File: config.mk
export PLATFORM = sky130hd
export DESIGN_NAME = uart_tx_sb_ctrl
export DESIGN_NICKNAME = d
export VERILOG_FILES = /design/src/rtl/uart_tx_sb_ctrl.sv
export SDC_FILE = /design/constraint.sdc
export NUM_CORES = 1
export LEC_CHECK = 0
export ABC_AREA = 0
export BUFFER_PORTS_ARGS = -buffer_cell sky130_fd_sc_hd__clkbuf_2
export CORE_ASPECT_RATIO = 0.5
export CORE_MARGIN = 2
export CORE_UTILIZATION = 48
export DETAILED_ROUTE_END_ITERATION = 7
export GPL_ROUTABILITY_DRIVEN = 0
export GPL_TIMING_DRIVEN = 0
export PLACE_DENSITY_LB_ADDON = 0.05
export SLEW_MARGIN = 20
export SYNTH_ARGS = -nofsm -noshare
export SYNTH_HDL_FRONTEND = slang
export SYNTH_SLANG_ARGS = --single-unit
export TNS_END_PERCENT = 1
File: constraint.sdc
create_clock -name clk_i -period 2 [get_ports clk_i]
set_input_delay 0.2 -clock clk_i [delete_from_list [all_inputs] [get_ports clk_i]]
set_output_delay 0.2 -clock clk_i [all_outputs]
set_load 0.02 [all_outputs]
File: src/rtl/uart_tx_sb_ctrl.sv
// System-bus UART transmitter: one byte per frame, optional even parity, 1 or 2 stop bits.
// Registered reads; configuration is frozen while a frame is in flight.
`timescale 1ns/1ps
module uart_tx_sb_ctrl #(
   parameter int unsigned DEFAULT_DIV = 87,
   parameter int unsigned MIN_DIV     = 16
) (
   input  logic        clk_i,
   input  logic        resetn_i,
   input  logic        req_i,
   input  logic        write_enable_i,
   input  logic [31:0] addr_i,
   input  logic [31:0] write_data_i,
   output logic [31:0] read_data_o,
   output logic        tx_o,
   output logic        busy_o
);

   localparam logic [15:0] C_DEF_DIV = 16'(DEFAULT_DIV);
   localparam logic [15:0] C_MIN_DIV = 16'(MIN_DIV);

   localparam logic [23:0] A_DATA   = 24'h000000;
   localparam logic [23:0] A_BUSY   = 24'h000004;
   localparam logic [23:0] A_DIV    = 24'h000008;
   localparam logic [23:0] A_PARITY = 24'h00000C;
   localparam logic [23:0] A_STOP2  = 24'h000010;
   localparam logic [23:0] A_SRST   = 24'h000024;

   typedef enum logic [2:0] {
      S_IDLE,
      S_START,
      S_DATA,
      S_PARITY,
      S_STOP
   } state_t;

   state_t      r_state;
   state_t      w_state_nxt;
   logic [15:0] r_cnt;
   logic [15:0] w_cnt_nxt;
   logic [2:0]  r_idx;
   logic [2:0]  w_idx_nxt;
   logic        r_stop_cnt;
   logic        w_stop_cnt_nxt;

   logic [7:0]  r_byte;
   logic [15:0] r_div;
   logic        r_par_en;
   logic        r_stop2;
   logic [31:0] r_rd_data;

   logic [23:0] w_off;
   logic        w_wr;
   logic        w_rd;
   logic        w_idle;
   logic        w_data_wr;
   logic        w_cfg_wr;
   logic        w_srst;
   logic        w_bit_end;
   logic [15:0] w_div_wdata;
   logic [31:0] w_rd_mux;
   logic        w_tx;
   logic        w_unused;

   assign w_off       = addr_i[23:0];
   assign w_wr        = req_i & write_enable_i;
   assign w_rd        = req_i & ~write_enable_i;
   assign w_idle      = (r_state == S_IDLE);
   assign w_data_wr   = w_wr && (w_off == A_DATA) && w_idle;
   assign w_cfg_wr    = w_wr && w_idle;
   assign w_srst      = w_wr && (w_off == A_SRST) && write_data_i[0];
   assign w_bit_end   = (r_cnt == 16'd0);
   assign w_div_wdata = (write_data_i[15:0] < C_MIN_DIV) ? C_MIN_DIV : write_data_i[15:0];
   assign w_unused    = ^{addr_i[31:24], write_data_i[31:16]};

   assign busy_o      = ~w_idle;
   assign tx_o        = w_tx;
   assign read_data_o = r_rd_data;

   always_comb begin
      w_rd_mux = 32'd0;
      case (w_off)
         A_DATA:   w_rd_mux = {24'd0, r_byte};
         A_BUSY:   w_rd_mux = {31'd0, busy_o};
         A_DIV:    w_rd_mux = {16'd0, r_div};
         A_PARITY: w_rd_mux = {31'd0, r_par_en};
         A_STOP2:  w_rd_mux = {31'd0, r_stop2};
         default:  w_rd_mux = 32'd0;
      endcase
   end

   // Soft reset acts like the hardware reset, one edge later than the write request.
   always_ff @(posedge clk_i or negedge resetn_i) begin
      if (!resetn_i) begin
         r_byte    <= 8'd0;
         r_div     <= C_DEF_DIV;
         r_par_en  <= 1'b0;
         r_stop2   <= 1'b0;
         r_rd_data <= 32'd0;
      end else if (w_srst) begin
         r_byte    <= 8'd0;
         r_div     <= C_DEF_DIV;
         r_par_en  <= 1'b0;
         r_stop2   <= 1'b0;
         r_rd_data <= 32'd0;
      end else begin
         if (w_data_wr) r_byte <= write_data_i[7:0];
         if (w_cfg_wr && (w_off == A_DIV)) r_div <= w_div_wdata;
         if (w_cfg_wr && (w_off == A_PARITY)) r_par_en <= write_data_i[0];
         if (w_cfg_wr && (w_off == A_STOP2)) r_stop2 <= write_data_i[0];
         if (w_rd) r_rd_data <= w_rd_mux;
      end
   end

   always_ff @(posedge clk_i or negedge resetn_i) begin
      if (!resetn_i) begin
         r_state    <= S_IDLE;
         r_cnt      <= 16'd0;
         r_idx      <= 3'd0;
         r_stop_cnt <= 1'b0;
      end else if (w_srst) begin
         r_state    <= S_IDLE;
         r_cnt      <= 16'd0;
         r_idx      <= 3'd0;
         r_stop_cnt <= 1'b0;
      end else begin
         r_state    <= w_state_nxt;
         r_cnt      <= w_cnt_nxt;
         r_idx      <= w_idx_nxt;
         r_stop_cnt <= w_stop_cnt_nxt;
      end
   end

   // Bit timer counts div-1 down to 0; every state change reloads it.
   always_comb begin
      w_state_nxt    = r_state;
      w_cnt_nxt      = r_cnt - 16'd1;
      w_idx_nxt      = r_idx;
      w_stop_cnt_nxt = r_stop_cnt;
      case (r_state)
         S_IDLE: begin
            w_cnt_nxt = 16'd0;
            if (w_data_wr) begin
               w_state_nxt = S_START;
               w_cnt_nxt   = r_div - 16'd1;
            end
         end
         S_START: begin
            if (w_bit_end) begin
               w_state_nxt = S_DATA;
               w_cnt_nxt   = r_div - 16'd1;
               w_idx_nxt   = 3'd0;
            end
         end
         S_DATA: begin
            if (w_bit_end) begin
               w_cnt_nxt = r_div - 16'd1;
               if (r_idx == 3'd7) begin
                  w_state_nxt    = r_par_en ? S_PARITY : S_STOP;
                  w_stop_cnt_nxt = 1'b0;
               end else begin
                  w_idx_nxt = r_idx + 3'd1;
               end
            end
         end
         S_PARITY: begin
            if (w_bit_end) begin
               w_state_nxt    = S_STOP;
               w_cnt_nxt      = r_div - 16'd1;
               w_stop_cnt_nxt = 1'b0;
            end
         end
         S_STOP: begin
            if (w_bit_end) begin
               if (r_stop2 && !r_stop_cnt) begin
                  w_stop_cnt_nxt = 1'b1;
                  w_cnt_nxt      = r_div - 16'd1;
               end else begin
                  w_state_nxt = S_IDLE;
                  w_cnt_nxt   = 16'd0;
                  w_idx_nxt   = 3'd0;
               end
            end
         end
         default: begin
            w_state_nxt = S_IDLE;
            w_cnt_nxt   = 16'd0;
         end
      endcase
   end

   always_comb begin
      w_tx = 1'b1;
      case (r_state)
         S_START:  w_tx = 1'b0;
         S_DATA:   w_tx = r_byte[r_idx];
         S_PARITY: w_tx = ^r_byte;
         default:  w_tx = 1'b1;
      endcase
   end

endmodule

==> impl_results.md, run 1 <==
* Count leader, synth: dfrtp_1
* P&R area growth vs syn at 26.83%
* Static leakage at 2.321 nW
* Fmax at 0.4659 GHz
* Hold Path Origin: write_data_i[2]
* GRT Total Usage at 0.2454
* Peak VDD IR at 0.4054 mV
* DR pass1 iterations at 5
* Synth unique cells at 51
* Max Cap Viol at 0
* FF-to-FF End: r_state[2]
* Ys async rst share at 1.000
* Initial antenna violation count at 0
* Initial DRC Count at 236
* Number of nets with antenna violations after routing at 0
* WHS Path Cells at 3
* Pin count of the biggest net entering global routing at 52
* Worst r2r src: r_cnt[10]
* Clk_lat worst skew at 340 ps
* Final HPWL DP at 7.099 mm
* Post-route minimum period at 2147 ps
* Routed via count at 3324
* Die Footprint at 8660 um2
* Grt total ovfl at 0
* CP arrival at 2410 ps
* DR vias/cell at 5.522
* CP max-delay cell: or4_4
* Syn avg cell area at 9.637 um2
* # diodes at 0
* Post-synthesis cell count at 393
* First-pass GRT wire length at 15.75 mm
* Main area contributors after synthesis: dfrtp_1 40%, xnor2_1 6.7%, mux2i_1 5.0%
* Setup violators final at 17
* Final WS setup at -146.6 ps
* Register area share after synthesis at 0.4311
* Clock buffer depth at 2
* CP Buf/Inv Count at 1
* Port Buf Inserts at 60
* Crit-path leading delay family: simple AND/OR/NAND/NOR gates
* Placed inst area at 4325 um2
* Post-synth EDFFs at 0
* PwrDens at 619.4 nW/um2
* Initial Util at 0.5058
* Cell breakdown of the critical path: or4_4 > nand2b_4 > buf_8 > o211a_4 > or3b_1 > a21oi_2
* # DRC at 0
* Root Driver: clkbuf_16
* Clock tree from TritonCTS: built
* Worst Setup End Kind: register
* Flops & latches, synth at 65
* Share of cells above drive strength 1 at 0.2935
* Reg clk slew, reported paths at 60 ps
* Type of origin of the critical path: register
* Share of the synthesized area in the top cell type at 0.3964
* IO Pins at 102
* Failing checks: negative setup slack
* Period utilization at 1.073
* Worst slew pin tran at 777.0 ps
* Design area at 4803 um2
* H-tree Lvls at 3
* # nets final at 562
* Setup TNS at -1425 ps
* CP Class: reg -> reg
* Core Rows at 22
* Worst Path Max Fanout at 9
* Synth warn at 0
* Core area at 7487 um2
* Place WS at -533.5 ps
* Worst R2R Path Depth at 6
* Number of global-route vias before repair at 3137
* Num Clock Sinks at 65
* Outcome: complete, but fails checks
* Die width at 129.6 um
* TritonCTS buffer count at 9
* Clock skew at 5.297 ps
* Final hold violation count at 0
* Avg WL per Cell at 16.48 um
* WL final at 9.921 mm
* Register-to-register setup slack at -150 ps
* WHS Endpoint: r_div[2]
* RSZ-0062 raised after global routing: true
* Critical Path Max Stage Delay at 560 ps
* Synth area leader: dfrtp_1
* Top_reg_cell synth: dfrtp_1
* Die height at 66.81 um
* Pins Over Slew Limit at 0
* Hold Crit Class: in -> reg
* Most frequent cells after synthesis: 60 x dfrtp_1, 42 x nand2_1, 33 x nor2_1
* CP required at 2270 ps
* Max-slew headroom at 0.4777
* Area of the mapped netlist at 3787 um2
how the worst max path moves through the flow:
stage	startpoint	endpoint	slack [ps]	depth (start not counted)
floorplan	r_cnt[7]	r_state[2]	-50	6
global placement	addr_i[3]	r_idx[0]	-420	5
detailed placement	addr_i[10]	read_data_o[13]	-530	7
CTS	r_cnt[7]	r_state[2]	-150	6
global route	r_idx[0]	tx_o	-230	5
finish	r_cnt[10]	r_state[2]	-150	6
report_power, final:
part           internal (mW)  switching, mW
Clock                  0.902          0.582
Sequential              1.32     0.00000144
Combinational         0.0699          0.105
Total                   2.29          0.687
kinds of logic after synthesis:
kind of cell	synth area share
AO/OA/AOI/OAI	0.1160
XOR/XNOR	0.08094
adder cells (fa/ha/maj)	0.01652
buffers and inverters	0.06177
flip-flops	0.4311
multiplexers	0.06211
other	0.0009901
AND/OR/NAND/NOR	0.2306
layout make-up:
class / instances / area (um2)
inverter: 6 / 22.52
sequential: 65 / 1638
timing repair buffer: 70 / 409.1
fill: 638 / 2684
multi-input combinational: 302 / 2083
clock buffer: 13 / 260.3
clock inverter: 3 / 17.52
buffer: 35 / 237.7
tap: 108 / 135.1
layer usage:
metal	wire length [um]	GRT usage	vias to the layer above
met1	4609	0.3398	1589
met4	107	0.06720	0
met5	0	0	-
met2	4482	0.3855	147
met3	721	0.06104	11
li1	-	-	1577
metrics by stage:
| stage | hold WS, ps | instances | total power [mW] | utilization |
|---|---|---|---|---|
| after floorplan | -95.59 | 408 | 1.414 | - |
| after global placement | 446.6 | 576 | 1.496 | 0.5729 |
| after detailed placement | 112.6 | 577 | 1.507 | 0.5777 |
| after CTS | 100.3 | 601 | 2.989 | 0.6342 |
| after global routing | 115.1 | 602 | 3.072 | 0.6415 |
| final | 109.8 | 602 | 2.975 | 0.6415 |
registers in the layout (all words and copies together) (netlist names):
signal / flops
r_byte: 8
r_cnt: 16
r_div: 16
r_idx: 3
r_par_en: 1
r_state: 3
r_stop2: 1
r_stop_cnt: 1
read_data_o: 16
cell usage in the layout (no fill, tap or decap), drive strengths merged, types with 14 or more instances in the layout:
master	instances
mux2i	19
dfrtp	60
o22ai	14
nand3	17
nor2	33
conb	16
nand2	42
buf	35
nor3	14
nor4	20
xnor2	29
clkbuf	82
worst reg2reg max path, cell delays in order (launching register included):
cell and delay, ps:
dfrtp_1 400, or4_4 560, nand2b_4 170, buf_8 160, o211a_4 280, or3b_1 390, a21oi_2 130
what timing repair did:
| item | CTS | global route |
|---|---|---|
| hold buffers | 1 | 0 |
| hold endpoints to repair | 13 | 0 |
| setup endpoints to repair | 54 | 54 |
| pin swaps | 7 | 6 |
| buffers inserted | 7 | 1 |
| resized for setup | 19 | 16 |
Note: power is estimated with default switching activity, not from simulation.
==> run 2: changes to the inputs <==
--- a/config.mk
+++ b/config.mk
@@ -6,11 +6,11 @@
 export NUM_CORES = 1
 export LEC_CHECK = 0
 export ABC_AREA = 0
-export BUFFER_PORTS_ARGS = -buffer_cell sky130_fd_sc_hd__clkbuf_2
 export CORE_ASPECT_RATIO = 0.5
 export CORE_MARGIN = 2
-export CORE_UTILIZATION = 48
+export CORE_UTILIZATION = 58
 export DETAILED_ROUTE_END_ITERATION = 7
+export DONT_BUFFER_PORTS = 1
 export GPL_ROUTABILITY_DRIVEN = 0
 export GPL_TIMING_DRIVEN = 0
 export PLACE_DENSITY_LB_ADDON = 0.05
==> run 2 against run 1 <==
Compared with the run above:
- the flow still finishes with violations (negative setup slack)
- design area fell by 3.6%
- sequential power barely moved
- worst hold slack got worse by 97 ps
- combinational power fell by 24%
- worst setup slack improved by 78 ps
- sequential share of layout area rose by 1.2 points
- non-clock buffer count fell by 50
- maximum frequency rose by 3.8%
- first-iteration DRC count rose by 38%
- flip-flop and latch count did not move
- clock skew rose by 0.97 ps
- largest power group unchanged
==> impl_results.md, run 2 (synthesis gave the netlist of run 1 again) <==
* Static leakage at 2.138 nW
* Design area at 4632 um2
* RSZ-0062 raised after global routing: true
* CP max-delay cell: mux4_2
* Root Driver: clkbuf_16
* Number of global-route vias before repair at 3156
* Cell breakdown of the critical path: mux4_2 > mux2i_1 > a21oi_1 > a311o_1
* Type of origin of the critical path: register
* CP Class: reg -> out
* Peak VDD IR at 0.6186 mV
* DP Cell Count at 496
* M2 GR Usage at 0.4806
* WL final at 10.02 mm
* Core Rows at 20
* Failing checks: negative setup slack
* Initial Util at 0.6128
* Num Clock Sinks at 65
* CP arrival at 1870 ps
* Clock tree from TritonCTS: built
* Crit path launch: r_idx[0]
* Worst Setup End Kind: output pin
* GR peak layer: met2
* Critical Path Max Stage Delay at 500 ps
* DR pass1 iterations at 5
* Number of nets with antenna violations after routing at 0
* Period utilization at 1.034
* TritonCTS buffer count at 9
* Initial DRC Count at 325
* Die height at 61.14 um
* CP required at 1800 ps
* # nets final at 512
* Fmax at 0.4834 GHz
* Final HPWL DP at 6.826 mm
* Setup violators final at 15
* Reg clk slew, reported paths at 60 ps
* Place WS at -311.2 ps
* Worst R2R Path Depth at 5
* GRT Total Usage at 0.2986
* Layout filler cell count at 437
* Most frequent cells in the layout: 58 x dfrtp_1, 41 x nand2_1, 33 x nor2_1
* CP endpoint: tx_o
* Met1 Resource Use GR at 0.3910
* PwrDens at 673.6 nW/um2
* Min Hold Slack at 13.00 ps
* Multi-input gate area at 2123 um2
* Worst slew pin tran at 672.9 ps
* Pins Over Slew Limit at 0
* # DRC at 0
* Outcome: complete, but fails checks
* Post-Layout Cell Count at 532
* P&R area growth vs syn at 22.30%
* Port Buf Inserts at 0
* Die Footprint at 7232 um2
* Final WS setup at -68.81 ps
* Grt total ovfl at 0
* Routed via count at 3249
* Post-layout util at 0.7494
* DR vias/cell at 6.107
* Clk_lat worst skew at 340 ps
* Post-route minimum period at 2069 ps
* IO Pins at 102
* Core area at 6181 um2
* Share of cells above drive strength 1 at 0.2005
* # diodes at 0
* Clock skew at 6.264 ps
* Initial antenna violation count at 0
* H-tree Lvls at 3
* Clock buffer depth at 2
* FF-to-FF End: r_state[2]
* First-pass GRT wire length at 16.13 mm
* Avg WL per Cell at 18.84 um
* Most common cell after layout, fill and taps aside: dfrtp_1
* Worst Path Max Fanout at 4
* Die width at 118.3 um
* Final hold violation count at 0
* Register-to-register setup slack at -60 ps
* Placed inst area at 3964 um2
* Pin count of the biggest net entering global routing at 66
* Worst r2r src: r_cnt[7]
* Max Cap Viol at 0
* Register area at 1635 um2
* Hold Crit Class: in -> reg
* Met3 Use GR at 0.1185
* Max-slew headroom at 0.5477
[run 2: layer usage]
metal | up-vias | share of wire
met1 | 1606 | 0.44
met5 | - | 0
li1 | 1482 | -
met4 | 0 | 0.011
met3 | 23 | 0.093
met2 | 138 | 0.45
[run 2: repair_timing]
action,in CTS,in global routing
gates resized for setup,20,19
pin swaps,12,5
hold buffers,9,0
hold endpoints to repair,74,0
setup endpoints to repair,45,57
cloned,2,0
buffers inserted,8,2
[run 2: final cells by class]
type	instances	area share
multi-input combinational	302	0.4584
sequential	65	0.3531
clock buffer	11	0.05024
buffer	34	0.04835
timing repair buffer	21	0.04376
tap	88	0.02377
clock inverter	5	0.01756
inverter	6	0.004862
[run 2: critical path: cells and delay by family (launching register included)]
family / cells / cell delay, ps
compound gates: 2 / 460
flops: 1 / 410
mux: 2 / 660
[run 2: worst min-delay path by stage]
stage | slack (ps) | from | endpoint | depth (start not counted)
after floorplan | -100 | resetn_i | r_byte[0] | 0
after global placement | -90 | resetn_i | r_idx[0] | 0
after detailed placement | -90 | resetn_i | r_byte[3] | 0
after CTS | 10 | write_data_i[6] | r_div[6] | 2
after global routing | 30 | write_data_i[13] | r_div[13] | 2
final | 10 | write_data_i[6] | r_div[6] | 2
[run 2: metrics by stage]
stage | power, mW | setup TNS [ps]
finish | 3.120 | -460.3
global route | 3.209 | -2246
CTS | 3.133 | -1208
detailed placement | 1.419 | -11530
global placement | 1.419 | -9496
floorplan | 1.414 | -126.4
[run 2: power by group]
group	leakage, nW	switching [mW]	internal [mW]	total (mW)
registers	0.867	0.00000161	1.32	1.32
logic	1.12	0.0821	0.0499	0.132
clock network	0.150	0.581	1.09	1.67
total	2.14	0.663	2.46	3.12
==> run 3: changes to the inputs <==
--- a/config.mk
+++ b/config.mk
@@ -5,7 +5,7 @@
 export SDC_FILE = /design/constraint.sdc
 export NUM_CORES = 1
 export LEC_CHECK = 0
-export ABC_AREA = 0
+export ABC_AREA = 1
 export CORE_ASPECT_RATIO = 0.5
 export CORE_MARGIN = 2
 export CORE_UTILIZATION = 58
==> run 3 against run 2 <==
Compared with the run above:
- the run now ends clean
- worst setup slack improved by 170 ps
- count of clock-buffer cells in the layout fell by 1
- power decreased by 5.8%
- maximum frequency grew 8.7%
- critical path depth increased by 4
- clock power is 11% lower
- synthesized cell count increased by 45%
- combinational power rose by 9.8%
- cell count rose by 32%
- critical path type is now reg -> reg
- critical endpoint is now r_div[8]
- largest cell class unchanged
==> impl_results.md, run 3 <==
* CP max-delay cell: dfrtp_1
* Max Cap Viol at 0
* Static leakage at 2.487 nW
* Fmax at 0.5253 GHz
* Synth Area in Compound Gates at 0.1234
* DR vias/cell at 5.523
* Post-route minimum period at 1903 ps
* M2 GR Usage at 0.4378
* DP Cell Count at 681
* GRT Total Usage at 0.2781
* Synth unique cells at 40
* Worst Setup End Kind: register
* Worst slew pin tran at 561.8 ps
* Post-Synth Adder-Cell Area at 0.01459
* Routed via count at 3877
* Post-synthesis simple-gate area fraction at 0.3174
* Number of nets with antenna violations after routing at 0
* Period utilization at 0.9517
* Grt total ovfl at 0
* Port Buf Inserts at 0
* Core Rows at 22
* Outcome: finished clean
* Share of cells above drive strength 1 at 0.1502
* Main area contributors after synthesis: dfrtp_1 35%, nand2_1 8.5%, nor2_1 6.9%
* Synth warn at 0
* Met1 Resource Use GR at 0.3709
* Worst Path Max Fanout at 10
* Setup bufs post-CTS at 0
* # nets final at 674
* Main combinational cell family by area after synthesis: simple AND/OR/NAND/NOR gates
* Synth area leader: dfrtp_1
* GR peak layer: met2
* Die Footprint at 8140 um2
* # DRC at 0
* TritonCTS buffer count at 9
* Final hold violation count at 0
* Type of origin of the critical path: register
* Place WS at 96.77 ps
* Critical Path Max Stage Delay at 440 ps
* Initial antenna violation count at 0
* RSZ-0062 raised after global routing: true
* DR pass1 iterations at 5
* Met3 Use GR at 0.08505
* Synth Area in XOR/XNOR at 0.05513
* Most frequent cells in the layout: 97 x nand2_1, 72 x nor2_1, 70 x inv_1
* Clock tree from TritonCTS: built
* First-pass GRT wire length at 17.35 mm
* CP dominant cell by count: inv_2
* Share of the synthesized area in the top cell type at 0.3501
* Register area share after synthesis at 0.3807
* CP required at 2250 ps
* Pins Over Slew Limit at 0
* Root Driver: clkbuf_16
* Post-synthesis cell count at 570
* Most frequent cells after synthesis: 97 x nand2_1, 79 x nor2_1, 70 x inv_1
* Die height at 64.81 um
* Most common cell after layout, fill and taps aside: nand2_1
* CP arrival at 2160 ps
* Clock skew at 6.740 ps
* PwrDens at 607.5 nW/um2
* Ys async rst share at 1.000
* CP Class: reg -> reg
* Setup violators final at 0
* Area of the mapped netlist at 4289 um2
* Number of global-route vias before repair at 3495
* Clk_lat worst skew at 340 ps
* Post-Layout Cell Count at 702
* Max-slew headroom at 0.6220
* Multiplexer share of the synthesized area at 0
* Count leader, synth: nand2_1
* Peak VDD IR at 0.4362 mV
* Post-layout util at 0.6685
* Clock buffer depth at 2
* Pin count of the biggest net entering global routing at 66
* Top_reg_cell synth: dfrtp_1
* Setup TNS at 0 ps
* Final WS setup at 96.50 ps
* Die width at 125.6 um
* Layout filler cell count at 665
* Avg WL per Cell at 15.34 um
* WL final at 10.77 mm
* IO Pins at 102
* H-tree Lvls at 3
* Initial Util at 0.5925
* Total Power at 2.940 mW
* Flops & latches, synth at 65
* Initial DRC Count at 321
* Cell breakdown of the critical path: nor2_2 > inv_2 > nor2_4 > inv_2 > nor2_8 > nand4_4 > buf_2 > a31oi_1
* Hold Crit Class: in -> reg
* Final HPWL DP at 7.881 mm
* Post-synth EDFFs at 0
* P&R area growth vs syn at 12.84%
* Reg clk slew, reported paths at 60 ps
* # diodes at 0
* Syn avg cell area at 7.525 um2
* Num Clock Sinks at 65
* Core area at 7239 um2
run 3: changes by cell type in the layout (fill, tap and decap cells not counted), moves of 10 or more:
cell,before,now
xnor2_1,29,8
nor2_2,0,11
xor2_1,6,19
inv_1,6,70
a31oi_1,0,10
nand2_1,41,97
nand3_1,16,47
a21oi_1,9,25
mux2i_1,19,0
nor2_1,33,72
nand4_1,2,13
o21ai_0,8,27
run 3: worst paths after layout:
path,startpoint,end,slack [ps],cells past startpoint
worst min register to register,r_div[0],r_div[0],510,2
min in group asynchronous,resetn_i,read_data_o[4],400,2
worst max-delay path,r_state[0],r_div[8],100,8
max in group asynchronous,resetn_i,r_div[1],1280,2
worst min-delay path,write_data_i[4],r_byte[4],5,2
worst max register to register,r_state[0],r_div[8],100,8
run 3: per-layer routing:
layer / part of all wire / vias to the layer above
li1: - / 1916
met1: 0.44 / 1773
met3: 0.096 / 20
met4: 0.020 / 0
met2: 0.44 / 168
met5: 0 / -
run 3: metrics by stage:
| step | area [um2] | hold WS, ps |
|---|---|---|
| 3_3_place_gp | 4466 | -93.34 |
| 2_1_floorplan | 4345 | -95.59 |
| 6_report | 4840 | 5.382 |
| 4_1_cts | 4815 | 2.035 |
| 5_1_grt | 4840 | 15.15 |
| 3_5_place_dp | 4466 | -92.30 |
run 3: critical path, delay by kind of cell (launching register included):
family | cells | cell delay (ps)
AND/OR/NAND/NOR | 4 | 700
AO/OA/AOI/OAI | 1 | 210
flip-flops | 1 | 440
buffers and inverters | 3 | 460
run 3: cells by family after synthesis:
group	after synthesis
simple gates	281
buf+inv	100
compound gates	91
flops	65
xor+xnor	27
fa+ha+maj	5
other cells	1
run 3: power by group:
| part | internal, mW | switching (mW) | total [mW] |
|---|---|---|---|
| Combinational | 0.0463 | 0.0983 | 0.145 |
| Clock | 0.873 | 0.606 | 1.48 |
| Sequential | 1.32 | 0.00000126 | 1.32 |
| Total | 2.24 | 0.704 | 2.94 |
run 3: final cells by class:
cell class / count / area [um2] / area share
Buffer: 27 / 191.4 / 0.03956
Clock buffer: 10 / 239.0 / 0.04938
Clock inverter: 6 / 42.54 / 0.008790
Inverter: 73 / 274.0 / 0.05662
Multi-Input combinational cell: 420 / 2272 / 0.4695
Sequential cell: 65 / 1633 / 0.3374
Tap cell: 96 / 120.1 / 0.02482
Timing Repair Buffer: 5 / 67.56 / 0.01396
run 3: repair_timing:
action	CTS	global route
endpoints found under the setup margin	0	34
hold buffers	5	0
hold endpoints to repair	68	0
resized for setup	0	9
